[src/rtl/wl_pulse_decoder.sv]
// Registered word-line sequencer: latches a {bank,row} request, precharges the
// bit lines, drives a timed one-hot word-line/bank pulse, then strobes DONE.
module wl_pulse_decoder #(
    parameter  int ROW_W     = 4,
    parameter  int BANKS     = 2,
    parameter  int PRE_CYC   = 1,
    parameter  int PULSE_CYC = 2,
    localparam int BW        = (BANKS <= 1) ? 1 : $clog2(BANKS),
    localparam int ROWS      = 2 ** ROW_W
) (
    input  logic                  CLK,
    input  logic                  RST,
    input  logic                  REQ,
    input  logic [BW+ROW_W-1:0]   ADR,
    output logic                  READY,
    output logic                  PRE,
    output logic [ROWS-1:0]       WL,
    output logic [BANKS-1:0]      WB,
    output logic                  DONE,
    output logic                  ERR
);

    localparam logic [1:0] S_IDLE  = 2'd0;
    localparam logic [1:0] S_PRECH = 2'd1;
    localparam logic [1:0] S_ACT   = 2'd2;

    // Counters hold "cycles remaining minus one" so the phase ends on zero.
    localparam logic [3:0] PRE_LAST   = 4'(PRE_CYC - 1);
    localparam logic [3:0] PULSE_LAST = 4'(PULSE_CYC - 1);

    logic [1:0]         state_q, state_d;
    logic [3:0]         cnt_q, cnt_d;
    logic [ROW_W-1:0]   row_q, row_d;
    logic [BW-1:0]      bank_q, bank_d;
    logic               ready_q, ready_d;
    logic               pre_q, pre_d;
    logic [ROWS-1:0]    wl_q, wl_d;
    logic [BANKS-1:0]   wb_q, wb_d;
    logic               done_q, done_d;
    logic               err_q, err_d;

    logic [ROW_W-1:0]   adr_row;
    logic [BW-1:0]      adr_bank;

    assign adr_row  = ADR[ROW_W-1:0];
    assign adr_bank = ADR[BW+ROW_W-1:ROW_W];

    function automatic logic [ROWS-1:0] row_onehot(input logic [ROW_W-1:0] r);
        logic [ROWS-1:0] v;
        v = '0;
        v[r] = 1'b1;
        return v;
    endfunction

    function automatic logic [BANKS-1:0] bank_onehot(input logic [BW-1:0] b);
        logic [BANKS-1:0] v;
        v = '0;
        for (int i = 0; i < BANKS; i++) begin
            v[i] = (b == BW'(i));
        end
        return v;
    endfunction

    // The bank field can encode more values than there are banks.
    function automatic logic bank_valid(input logic [BW-1:0] b);
        return ({1'b0, b} < (BW+1)'(BANKS));
    endfunction

    always_comb begin
        state_d = state_q;
        cnt_d   = cnt_q;
        row_d   = row_q;
        bank_d  = bank_q;
        ready_d = ready_q;
        pre_d   = pre_q;
        wl_d    = wl_q;
        wb_d    = wb_q;
        done_d  = 1'b0;
        err_d   = 1'b0;
        unique case (state_q)
            S_IDLE: begin
                if (REQ) begin
                    row_d  = adr_row;
                    bank_d = adr_bank;
                    if (!bank_valid(adr_bank)) begin
                        err_d = 1'b1;
                    end else if (PRE_CYC == 0) begin
                        state_d = S_ACT;
                        cnt_d   = PULSE_LAST;
                        ready_d = 1'b0;
                        wl_d    = row_onehot(adr_row);
                        wb_d    = bank_onehot(adr_bank);
                    end else begin
                        state_d = S_PRECH;
                        cnt_d   = PRE_LAST;
                        ready_d = 1'b0;
                        pre_d   = 1'b1;
                    end
                end
            end
            S_PRECH: begin
                if (cnt_q == 4'd0) begin
                    state_d = S_ACT;
                    cnt_d   = PULSE_LAST;
                    pre_d   = 1'b0;
                    wl_d    = row_onehot(row_q);
                    wb_d    = bank_onehot(bank_q);
                end else begin
                    cnt_d = cnt_q - 4'd1;
                end
            end
            S_ACT: begin
                if (cnt_q == 4'd0) begin
                    state_d = S_IDLE;
                    cnt_d   = 4'd0;
                    ready_d = 1'b1;
                    wl_d    = '0;
                    wb_d    = '0;
                    done_d  = 1'b1;
                end else begin
                    cnt_d = cnt_q - 4'd1;
                end
            end
            default: begin
                state_d = S_IDLE;
                cnt_d   = 4'd0;
                ready_d = 1'b1;
                pre_d   = 1'b0;
                wl_d    = '0;
                wb_d    = '0;
            end
        endcase
    end

    // Control and output stage: reset clears everything visible to the array.
    always_ff @(posedge CLK) begin
        if (RST) begin
            state_q <= S_IDLE;
            cnt_q   <= 4'd0;
            ready_q <= 1'b1;
            pre_q   <= 1'b0;
            wl_q    <= '0;
            wb_q    <= '0;
            done_q  <= 1'b0;
            err_q   <= 1'b0;
        end else begin
            state_q <= state_d;
            cnt_q   <= cnt_d;
            ready_q <= ready_d;
            pre_q   <= pre_d;
            wl_q    <= wl_d;
            wb_q    <= wb_d;
            done_q  <= done_d;
            err_q   <= err_d;
        end
    end

    // Latched address: only meaningful once a request has been accepted.
    always_ff @(posedge CLK) begin
        row_q  <= row_d;
        bank_q <= bank_d;
    end

    assign READY = ready_q;
    assign PRE   = pre_q;
    assign WL    = wl_q;
    assign WB    = wb_q;
    assign DONE  = done_q;
    assign ERR   = err_q;

    always_ff @(posedge CLK) begin
        if (!RST) begin
            assert (ROW_W >= 1 && BANKS >= 1 && BANKS <= 16 &&
                    PRE_CYC >= 0 && PRE_CYC <= 15 &&
                    PULSE_CYC >= 1 && PULSE_CYC <= 15);
            assert ($onehot0(wl_q));
            assert ($onehot0(wb_q));
            assert (!(pre_q && (wl_q != '0)));
            assert (!(done_q && pre_q));
        end
    end

endmodule

[config.mk]
export PLATFORM = sky130hd
export DESIGN_NAME = wl_pulse_decoder
export DESIGN_NICKNAME = d
export VERILOG_FILES = /design/src/rtl/wl_pulse_decoder.sv
export SDC_FILE = /design/constraint.sdc
export NUM_CORES = 1
export LEC_CHECK = 0
export CELL_PAD_IN_SITES_DETAIL_PLACEMENT = 1
export CELL_PAD_IN_SITES_GLOBAL_PLACEMENT = 2
export CORE_UTILIZATION = 30
export CTS_BUF_LIST = sky130_fd_sc_hd__clkbuf_4 sky130_fd_sc_hd__clkbuf_8 sky130_fd_sc_hd__clkbuf_16
export DETAILED_ROUTE_END_ITERATION = 12
export PLACE_DENSITY = 0.75
export SLEW_MARGIN = 0
export SYNTH_ARGS = -nofsm -noshare
export SYNTH_HDL_FRONTEND = slang
export SYNTH_SLANG_ARGS = --single-unit
export TNS_END_PERCENT = 20
[constraint.sdc]
create_clock -name CLK -period 1.8 [get_ports CLK]
set_input_delay 0.18 -clock CLK [delete_from_list [all_inputs] [get_ports CLK]]
set_output_delay 0.18 -clock CLK [all_outputs]
set_load 0.01 [all_outputs]
==> impl_results.md <==
* Setup TNS at 0 ns
* Max Cap Violations at 0
* Pre-CTS setup slack at -0.00685 ns
* Critical path endpoint category: flop
* Clk_lat worst skew at 0.29 ns
* Min-Delay Startpoint: ADR[3]
* Worst Path Max Fanout at 5
* First-pass GRT wire length at 6.88 mm
* Port Buffers at 28
* Max Slew Vio Count at 0
* Clk_skew at 0.00309 ns
* Number of synthesized flops with an enable pin at 5
* DRC viols at 0
* Initial antenna violation count at 0
* CP Data Arrival Time at 1.93 ns
* Share of layout cells above drive strength 1 at 16.0%
* Deepest clock path buffer count at 2
* Net count after synthesis at 175
* DIE HEIGHT at 72.8 um
* Starting Density at 31.5%
* Worst Setup Path Type: reg -> reg
* Die width at 72.8 um
* Post-Route WL at 4.18 mm
* Worst setup path start: state_q[0]$_SDFFE_PP0P_
* P per Cell Area at 969 mW/mm^2
* Routed Antenna Nets at 0
* Top cell type's share of synthesized area at 35.9%
* Sequential fraction of the synthesis area at 45.9%
* VDD IR max at 0.000357 V
* CTS sink cnt at 32
* Hold crit path type: in -> reg
* Routed wire length per instance at 15.6 um
* Synthesized instance count at 163
* Synth unique cells at 37
* F_max at 587 MHz
* Syn avg cell area at 9.23 um^2
* Crit path time final at 1.70 ns
* Ys async rst share at 0%
* TritonCTS clock tree: yes
* Critical Path RT at 2.02 ns
* Drt first pass iters at 4
* Lkg Pwr at 0.667 nW
* Via count at 1380
* GPL Wtd Cong at 0.780
* Prevailing post-synth register cell: dfxtp_1
* Synthesized cell area at 0.00151 mm^2
* Fin nets at 211
* Via density at 5.17
* Die ar. at 0.00530 mm^2
* Clk slew on worst S/H paths at 0.07 ns
* RSZ-0062 raised after global routing: false
* Overall Global Routing Usage at 17.4%
* Largest net degree at the start of global routing at 30
* GRT overflow at 0
* Total power at 0.00198 W
* Status: finished clean
* Final hold vios at 0
* Number of global-route vias before repair at 1386
* Num CTS Buffers at 5
* Worst R2R Start: state_q[0]$_SDFFE_PP0P_
* ANT cells at 0
* Htree depth at 2
* CP Launch Type: flop
* Iter 0 DRT Violations at 35
* Core Rows at 25
* Tcrit/Tclk final at 94.7%
* I/O pin total at 30
* HPWL after DPL at 2.99 mm
* Warnings, synthesis at 0
* Final setup fails at 0
* CTS Root Cell: clkbuf_8
* Synth Register Bits at 32
* Area growth syn-to-layout at 35.7%
* Synth top area cells: dfxtp_1, edfxtp_1, o2111ai_1
* FILL cells at 576
* Core outline area at 0.00479 mm^2
* Worst Setup Slack, final at 0.0950 ns
* Leading area contributor after synthesis: dfxtp_1
* Hold Buf Count CTS at 0
per-stage QoR:
step,utilization (%),std cells,area (um^2),hold WS [ns]
5_1_grt,42.7,267,2040,0.452
4_1_cts,41.8,265,2000,0.442
2_1_floorplan,-,163,1510,0.279
3_5_place_dp,40.0,257,1910,0.456
3_3_place_gp,40.0,257,1910,0.444
6_report,42.7,267,2040,0.455
metal layers:
layer	GRT usage [%]	vias to the layer above	wire length [um]
li1	-	686	-
met1	22.4	658	2060
met2	28.3	30	1900
met3	4.56	6	166
met4	5.88	0	53
met5	0	-	0
placed cells by master, fill, tap and decap left out, types with 3 or more instances in the layout:
cell type / n
nand2_1: 4
nor2b_1: 5
o21ai_0: 4
buf_4: 15
nand4b_1: 3
dfxtp_1: 25
inv_1: 5
ha_2: 3
clkdlybuf4s50_1: 28
clkbuf_8: 5
o2111ai_1: 16
edfxtp_1: 5
a21oi_1: 24
nand3_1: 18
synthesized netlist by cell type, drive strengths merged, types with 2 or more instances:
cell type	number
dfxtp	27
a21oi	24
nand3	18
o2111ai	16
clkbuf	10
nor2b	6
edfxtp	5
inv	5
buf	4
ha	4
nand2	4
o21ai	4
nand4b	3
nor3b	3
a211oi	2
and2	2
and3b	2
nand2b	2
nand4	2
nor2	2
o211ai	2
o21a	2
or3	2
or3b	2
cells by family after synthesis:
| group | after synthesis | synth area share, % |
|---|---|---|
| other | 1 | 0.249 |
| buffers and inverters | 20 | 5.40 |
| DFF | 32 | 45.9 |
| and+or+nand+nor | 52 | 21.2 |
| AOI/OAI and AO/OA | 54 | 23.9 |
| adders and majority gates | 4 | 3.33 |
state kept, by name, indices dropped and copies added, names as in the netlist:
register,count
state_q,2
WL,16
DONE,1
PRE,1
READY,1
cnt_q,4
bank_q,1
WB,2
row_q,4
what timing repair did:
item | in CTS | in global routing
gates resized for setup | 1 | 8
buffers inserted | 0 | 2
gates cloned | 0 | 0
setup endpoints to repair | 1 | 23
layout make-up:
cell class	count	area, um^2	share of cell area (%)
Tap cell	67	83.8	4.11
Multi-Input combinational cell	111	767	37.6
Timing Repair Buffer	43	393	19.2
Clock buffer	5	68.8	3.37
Inverter	6	22.5	1.10
Clock inverter	3	13.8	0.674
Sequential cell	32	693	33.9
final timing paths:
kind	end	slack [ns]	depth (start not counted)
max	WB[0]$_SDFFE_PP0P_	0.1	5
min	row_q[3]$_DFFE_PP_	0.46	1
max reg2reg	WB[0]$_SDFFE_PP0P_	0.1	5
min reg2reg	PRE$_SDFFE_PP0P_	0.46	2
power breakdown:
part	internal, W	total [W]	switching (W)
logic	0.000248	0.000633	0.000386
registers	0.000776	0.000806	0.0000292
clock network	0.000262	0.000541	0.000278
worst max-delay path: stages (launching register included):
cell,delay (ns)
dfxtp_2,0.33
inv_1,0.07
ha_2,0.21
or4b_4,0.53
or3b_1,0.36
a21oi_1,0.14
Power figures use the tool's default switching activity.
